File: config.mk
export PLATFORM = sky130hd
export DESIGN_NAME = mem_port_arbiter
export DESIGN_NICKNAME = d
export VERILOG_FILES = /design/src/rtl/mem_port_arbiter.sv
export SDC_FILE = /design/constraint.sdc
export NUM_CORES = 1
export LEC_CHECK = 0
export BUFFER_PORTS_ARGS = -buffer_cell sky130_fd_sc_hd__clkbuf_2
export CORE_MARGIN = 2
export CORE_UTILIZATION = 25
export DETAILED_ROUTE_END_ITERATION = 10
export MAX_ROUTING_LAYER = met4
export REMOVE_ABC_BUFFERS = 1
export SLEW_MARGIN = 20
export SYNTH_ARGS = -nofsm -noshare
export SYNTH_HDL_FRONTEND = slang
export SYNTH_SLANG_ARGS = --single-unit
File: constraint.sdc
create_clock -name clk -period 1.7 [get_ports clk]
set_input_delay 0.17 -clock clk [delete_from_list [all_inputs] [get_ports clk]]
set_output_delay 0.17 -clock clk [all_outputs]
set_load 0.1 [all_outputs]
File: src/rtl/mem_port_arbiter.sv
`default_nettype none
// ============================================================================
// Module   : mem_port_arbiter
// Purpose  : Shares one single-port synchronous memory between the fetch side
//            (I) and the memory-stage side (D). One requester is granted at a
//            time and its access is sequenced IDLE -> ACCESS -> RESP -> IDLE.
//            D has fixed priority. A starvation guard forces an I grant after
//            STARVE_MAX consecutive D grants made while I was waiting.
// Ports    : clk, rst_n (synchronous, active low)
//            I side : i_req, i_addr -> i_rdata, i_ack
//            D side : d_req, d_we, d_addr, d_wdata -> d_rdata, d_ack
//            Memory : mem_en, mem_we, mem_addr, mem_wdata <- mem_rdata
//            ARB_PERF_EN adds perf_i_grants, perf_d_grants, perf_conflicts
// Options  : `define ARB_PERF_EN to add the saturating performance counters
// Revision : 1.0  initial release
// ============================================================================
module mem_port_arbiter #(
  parameter int AW          = 32,
  parameter int DW          = 32,
  parameter int WAIT_CYCLES = 1,
  parameter int STARVE_MAX  = 4
) (
  input  logic          clk,
  input  logic          rst_n,
  input  logic          i_req,
  input  logic [AW-1:0] i_addr,
  output logic [DW-1:0] i_rdata,
  output logic          i_ack,
  input  logic          d_req,
  input  logic          d_we,
  input  logic [AW-1:0] d_addr,
  input  logic [DW-1:0] d_wdata,
  output logic [DW-1:0] d_rdata,
  output logic          d_ack,
`ifdef ARB_PERF_EN
  output logic [31:0]   perf_i_grants,
  output logic [31:0]   perf_d_grants,
  output logic [31:0]   perf_conflicts,
`endif
  output logic          mem_en,
  output logic          mem_we,
  output logic [AW-1:0] mem_addr,
  output logic [DW-1:0] mem_wdata,
  input  logic [DW-1:0] mem_rdata
);

  localparam int WCW = $clog2(WAIT_CYCLES + 1);
  localparam int SCW = $clog2(STARVE_MAX + 1);
  localparam logic [WCW-1:0] c_wait_last  = WCW'(WAIT_CYCLES - 1);
  localparam logic [WCW-1:0] c_wait_one   = WCW'(1);
  localparam logic [SCW-1:0] c_starve_max = SCW'(STARVE_MAX);
  localparam logic [SCW-1:0] c_starve_one = SCW'(1);

  typedef enum logic [1:0] {
    S_IDLE   = 2'd0,
    S_ACCESS = 2'd1,
    S_RESP   = 2'd2
  } state_t;

  state_t         r_state;
  state_t         w_next;
  logic           r_owner_d;   // 1: D owns the current access, 0: I
  logic           r_we;
  logic [AW-1:0]  r_addr;
  logic [DW-1:0]  r_wdata;
  logic [WCW-1:0] r_wait;
  logic [SCW-1:0] r_starve;
  logic [DW-1:0]  r_i_rdata;
  logic [DW-1:0]  r_d_rdata;

  logic w_starved;
  logic w_grant;
  logic w_grant_d;
  logic w_wait_last;

  // I is forced only while it is actually waiting and the guard is full.
  assign w_starved   = i_req && (r_starve == c_starve_max);
  assign w_grant_d   = d_req && !w_starved;
  assign w_grant     = (r_state == S_IDLE) && (i_req || d_req);
  assign w_wait_last = (r_wait == c_wait_last);

  always_ff @(posedge clk) begin
    if (!rst_n) begin
      r_state <= S_IDLE;
    end else begin
      r_state <= w_next;
    end
  end

  always_comb begin
    w_next = r_state;
    case (r_state)
      S_IDLE:   if (i_req || d_req) w_next = S_ACCESS;
      S_ACCESS: if (w_wait_last)    w_next = S_RESP;
      S_RESP:                       w_next = S_IDLE;
      default:                      w_next = S_IDLE;
    endcase
  end

  always_ff @(posedge clk) begin
    if (!rst_n) begin
      r_owner_d <= 1'b0;
      r_we      <= 1'b0;
      r_addr    <= '0;
      r_wdata   <= '0;
      r_wait    <= '0;
      r_starve  <= '0;
      r_i_rdata <= '0;
      r_d_rdata <= '0;
    end else begin
      if (w_grant) begin
        r_owner_d <= w_grant_d;
        r_addr    <= w_grant_d ? d_addr : i_addr;
        r_we      <= w_grant_d && d_we;
        r_wdata   <= w_grant_d ? d_wdata : '0;
        if (w_grant_d) begin
          if (i_req && (r_starve != c_starve_max)) begin
            r_starve <= r_starve + c_starve_one;
          end
        end else begin
          r_starve <= '0;
        end
      end

      if (r_state == S_ACCESS) begin
        r_wait <= w_wait_last ? '0 : (r_wait + c_wait_one);
      end else begin
        r_wait <= '0;
      end

      // Capture at the end of RESP so the value persists between acks.
      if (r_state == S_RESP) begin
        if (!r_owner_d) begin
          r_i_rdata <= mem_rdata;
        end else if (!r_we) begin
          r_d_rdata <= mem_rdata;
        end
      end
    end
  end

`ifdef ARB_PERF_EN
  logic [31:0] r_perf_i;
  logic [31:0] r_perf_d;
  logic [31:0] r_perf_c;

  always_ff @(posedge clk) begin
    if (!rst_n) begin
      r_perf_i <= '0;
      r_perf_d <= '0;
      r_perf_c <= '0;
    end else if (w_grant) begin
      if (!w_grant_d && (r_perf_i != '1)) r_perf_i <= r_perf_i + 32'd1;
      if (w_grant_d  && (r_perf_d != '1)) r_perf_d <= r_perf_d + 32'd1;
      if (i_req && d_req && (r_perf_c != '1)) r_perf_c <= r_perf_c + 32'd1;
    end
  end

  assign perf_i_grants  = r_perf_i;
  assign perf_d_grants  = r_perf_d;
  assign perf_conflicts = r_perf_c;
`endif

  assign mem_en    = (r_state == S_ACCESS);
  assign mem_we    = (r_state == S_ACCESS) && r_we;
  assign mem_addr  = r_addr;
  assign mem_wdata = r_wdata;

  assign i_ack = (r_state == S_RESP) && !r_owner_d;
  assign d_ack = (r_state == S_RESP) &&  r_owner_d;

  // Memory data arrives during RESP; forward it so rdata is valid with ack.
  assign i_rdata = i_ack ? mem_rdata : r_i_rdata;
  assign d_rdata = (d_ack && !r_we) ? mem_rdata : r_d_rdata;

endmodule
`default_nettype wire

Yosys cells after proc, flatten, opt, wreduce, memory -nomap -nowiden
Index checks and enable logic that the tools add are counted.

Register bits: 136. Input port bits: 133. Word-level logic and storage cells: 48.

Add/sub/neg operators: 2. Equality and inequality tests: 7. Muxes and demuxes: 9. Bitwise logic cells: 2. Reductions and logical operators: 19.

Operators with widths (number): $mux 32 (4); $logic_and 1x1->1 (9); $mux 3 (2); $reduce_and 2->1 (3); $reduce_and 3->1 (2); $mux 2 (2); $ne 2x1->1 const B (2); $pmux 2 s2 (1); $add 3x1->3 const B (1); $eq 3x3->1 const B (1); $logic_not 1->1 (3); $ne 3x3->1 const B (1); $eq 2x1->1 const B (1); $eq 2x2->1 const B (1); $logic_not 2->1 (1); $ne 2x2->1 const B (1); $not 1->1 (2); $add 1x1->1 const B (1); $logic_or 1x1->1 (1).

Logic depth before layout (Yosys ltp)
Depth after elaboration: 6. Gate-level depth with buffers: 9. Mapped depth without buffers: 6.

Worst setup path before layout
Ideal clock, no wire load.

Path type: reg2out. Start: register r_state[0]. End: output mem_we. Arrival: 2707 ps. Setup slack: -1177 ps. Cell stages (with the launch flop): 3. Cell sequence: dfxtp_1 nor2b_1 and2_1.

Cells in the longest elaborated chain, start to end: 2.

RTL lines: start: declaration (line 60) `state_t r_state;`; start signal: assignment (line 86) `r_state <= w_next;`; $eq 2x1->1; named net mem_en (line 40) `output logic mem_en,`; $logic_and 1x1->1 (line 165) `assign mem_we = (r_state == S_ACCESS) && r_we;`; end: declaration (line 41) `output logic mem_we,`.

The timed path passes the listed nets, and every way through them passes these cells.

Worst setup path after layout
Start: register r_state[0]. End: output d_rdata[6].

Cells in the longest elaborated chain, start to end: 4.

RTL lines: $eq 2x2->1 (line 170) `assign d_ack = (r_state == S_RESP) && r_owner_d;`; $logic_and 1x1->1 (line 170); $logic_and 1x1->1 (line 174) `assign d_rdata = (d_ack && !r_we) ? mem_rdata : r_d_rdata;`; $mux 32 (line 174); end: declaration (line 33) `output logic [DW-1:0] d_rdata,`.

Every way passes these cells.

==> impl_metrics.toml <==
[logic_synthesis]
synth.cell_area_um2 = 5568
ys_ff_latch = 136
synth_async_sr_flop_share_pct = 0
netlist_instances = 573
synth.avg_cell_area_um2 = 9.717
synth_edf_count = 0
ys_types = 28
ys_warn_count = 0
seq_area_frac_synth_pct = 48.90
synth-main-ff-cell = "dfxtp_1"

[setup_path]
cp.required_ns = 1.53
crit_chain = "and3b_1, nor2b_4, buf_12, clkbuf_16, mux2_4, buf_12"
startpoint_type = "register"
worstSetupPathType = "register to primary output"
cpMaxStageDelayCell = "dfxtp_2"
critPathMaxStageDelay_ns = 0.33
cpMostUsedCell = "buf_12"
end_kind = "primary output"
cp_max_fo = 9
arrival_ns = 1.92

[layout]
syn_to_final_growth_pct = 75.51
layout.nets = 1036
drive_above_1_share_pct = 44.52
antenna_cells = 0
nFillCells = 1996
fin_util_pct = 44.78

[timing]
final-hold-violation-count = 0
whs_ns = 0.01522
finalCriticalPeriod_ns = 2.086
fin_setup_tns_ns = -23.32
clock.fmax_mhz = 479.4
worst_pin_slew_ns = 0.5648
setup_slack_ns = -0.3860
final_max_slew_viol_count = 0
finClkSkew_ns = 0.01094
fin_crit_sh_pct = 122.7
rsz0062_at_grt = "yes"
slew_headroom_pct = 62.50
setup_viol = 65

[power]
power.density_nw_per_um2 = 958.2
ir_worst_vdd_mv = 0.5966
p_leak_nw = 4.290
finalPower_mw = 9.363

[floorplan]
start_util_pct = 25.51
dieArea_um2 = 23480
io_pins = 265
core_um2 = 21820
die_x_um = 153.2
rows = 54
die_y_um = 153.2

[placement]
numPortBuffers = 264
place_hpwl_um = 11710
place_congestion = 0.7567

[detailed_routing]
drtAntennaViolNets = 0
vias_per_cell = 4.414
drc_errors = 0
wl_per_cell_um = 15.08
drt_iter0_drc = 204
routed_wl_um = 17980
drtPass1Iterations = 4
route.vias.total = 5261

[global_route]
grt-ovfl-total = 0
grt_pass1_wl_um = 27960
grt_pass1_vias = 5503
track_usage_pct = 15.23
grt_antenna_before_repair = 0
grt_start_max_net_pins = 72

[cts]
clk_pin_slew_worst_paths_ns = 0.06
cts_max_path_buffers = 2
cts_buffers = 17
cts_tree = "done"
clkLatencyLatePin_ns = 0.41
cts_sinks = 136
htreeDepth = 4
root_buffer = "clkbuf_16"

[outcome]
violations = "negative setup slack"
status = "finished, violations left"

[flow_run]
drv_cap = 0

[min_path]
hold_path_class = "input pin to register"
==> layout by cell type (no fill, tap or decap), drive strengths merged <==
master,netlist,final
nor2,1,1
inv,3,3
a21oi,64,64
o311ai,1,1
nand2,74,74
clkbuf,28,218
nor2b,2,2
clkinvlp,0,3
conb,1,1
bufinv,0,1
and3b,2,2
and2,66,66
nand3,34,34
ha,2,2
dlygate4sd3,0,54
a21boi,38,38
buf,19,102
o21ai,33,33
dfxtp,136,136
mux2,64,64
nand4,1,1
o21a,1,1
nor3b,1,1
clkinv,0,8
or3,2,2
==> repair_timing <==
action                                  in CTS  in global routing
setup buffers                                4                  4
hold endpoints to repair                    54                  0
hold buffers                                54                  0
gates cloned                                 1                  4
gates resized for setup                     25                 24
endpoints found under the setup margin      65                 79
==> critical path, delay by kind of cell (launching register included) <==
family / cells / cell delay (ns)
buffers and inverters: 3 / 0.49
flip-flops: 1 / 0.33
multiplexers: 1 / 0.32
AND/OR/NAND/NOR: 2 / 0.38
==> final timing paths <==
path | startpoint | cells past startpoint | slack [ns] | end
setup / recovery | r_state[0]$_SDFFE_PN0P_ | 6 | -0.39 | d_rdata[6]
setup reg to reg | r_state[0]$_SDFFE_PN0P_ | 6 | 0.08 | r_d_rdata[6]$_SDFFE_PN0P_
hold / removal | d_wdata[15] | 3 | 0.02 | mem_wdata[15]$_SDFFE_PN0P_
hold reg to reg | r_wait$_SDFF_PN0_ | 2 | 0.46 | r_state[0]$_SDFFE_PN0P_
==> metal layers <==
layer / share of wire [%] / wire length [µm] / GRT usage [%]
met5: 0 / 0 / -
met2: 48 / 8556 / 24.66
met4: 1.7 / 308 / 5.600
met3: 6.2 / 1116 / 3.544
met1: 44 / 7995 / 18.52
==> area by class of cell <==
cell class,instances,area [µm²],share of cell area (%)
Multi-Input combinational cell,387,2736,28.00
Inverter,3,11.26,0.1152
Sequential cell,136,2728,27.91
Timing Repair Buffer,356,3410,34.89
Clock inverter,12,107.6,1.101
Clock buffer,18,429.2,4.392
Tap cell,280,350.3,3.585
==> cells by family after synthesis <==
| group | synth area share [%] |
|---|---|
| AO/OA/AOI/OAI | 14.13 |
| AND/OR/NAND/NOR | 16.81 |
| flip-flops | 48.90 |
| other | 0.06735 |
| multiplexers | 14.97 |
| adder cells (fa/ha/maj) | 0.4494 |
| buffers and inverters | 4.674 |
==> synthesized netlist by cell type, types with 2 or more instances <==
master / instances / area (µm²)
dfxtp_1: 136 / 2723
buf_2: 13 / 65.06
buf_12: 3 / 60.06
clkbuf_1: 28 / 105.1
a21boi_0: 38 / 285.3
a21oi_1: 64 / 320.3
inv_1: 3 / 11.26
and2_1: 65 / 406.6
mux2_4: 30 / 450.4
ha_1: 2 / 25.02
and3b_1: 2 / 17.52
nand3_1: 34 / 170.2
buf_1: 2 / 7.510
o21ai_0: 32 / 160.2
mux2_2: 34 / 382.9
nand2_1: 74 / 277.8
or3_1: 2 / 12.51
==> state kept, by name, indices dropped and copies added (netlist names), 2 cells and up <==
register   count
r_i_rdata     32
r_d_rdata     32
r_starve       3
r_state        2
mem_wdata     32
mem_addr      32
==> metrics by stage <==
step	setup slack, ns	cells	cell area (µm²)
finish	-0.3860	1192	9772
global route	-0.4696	1192	9772
CTS	-0.4351	1184	9564
detailed placement	-0.02337	1095	8344
global placement	-0.002651	1095	8344
floorplan	-2.169	526	5319
==> power by group <==
group | total (mW) | leakage, nW | switching [mW] | internal [mW]
Clock | 3.40 | 0.257 | 1.41 | 1.99
Sequential | 3.43 | 1.11 | 0.0782 | 3.35
Combinational | 2.53 | 2.92 | 1.80 | 0.732
Note: power is estimated with default switching activity, not from simulation.
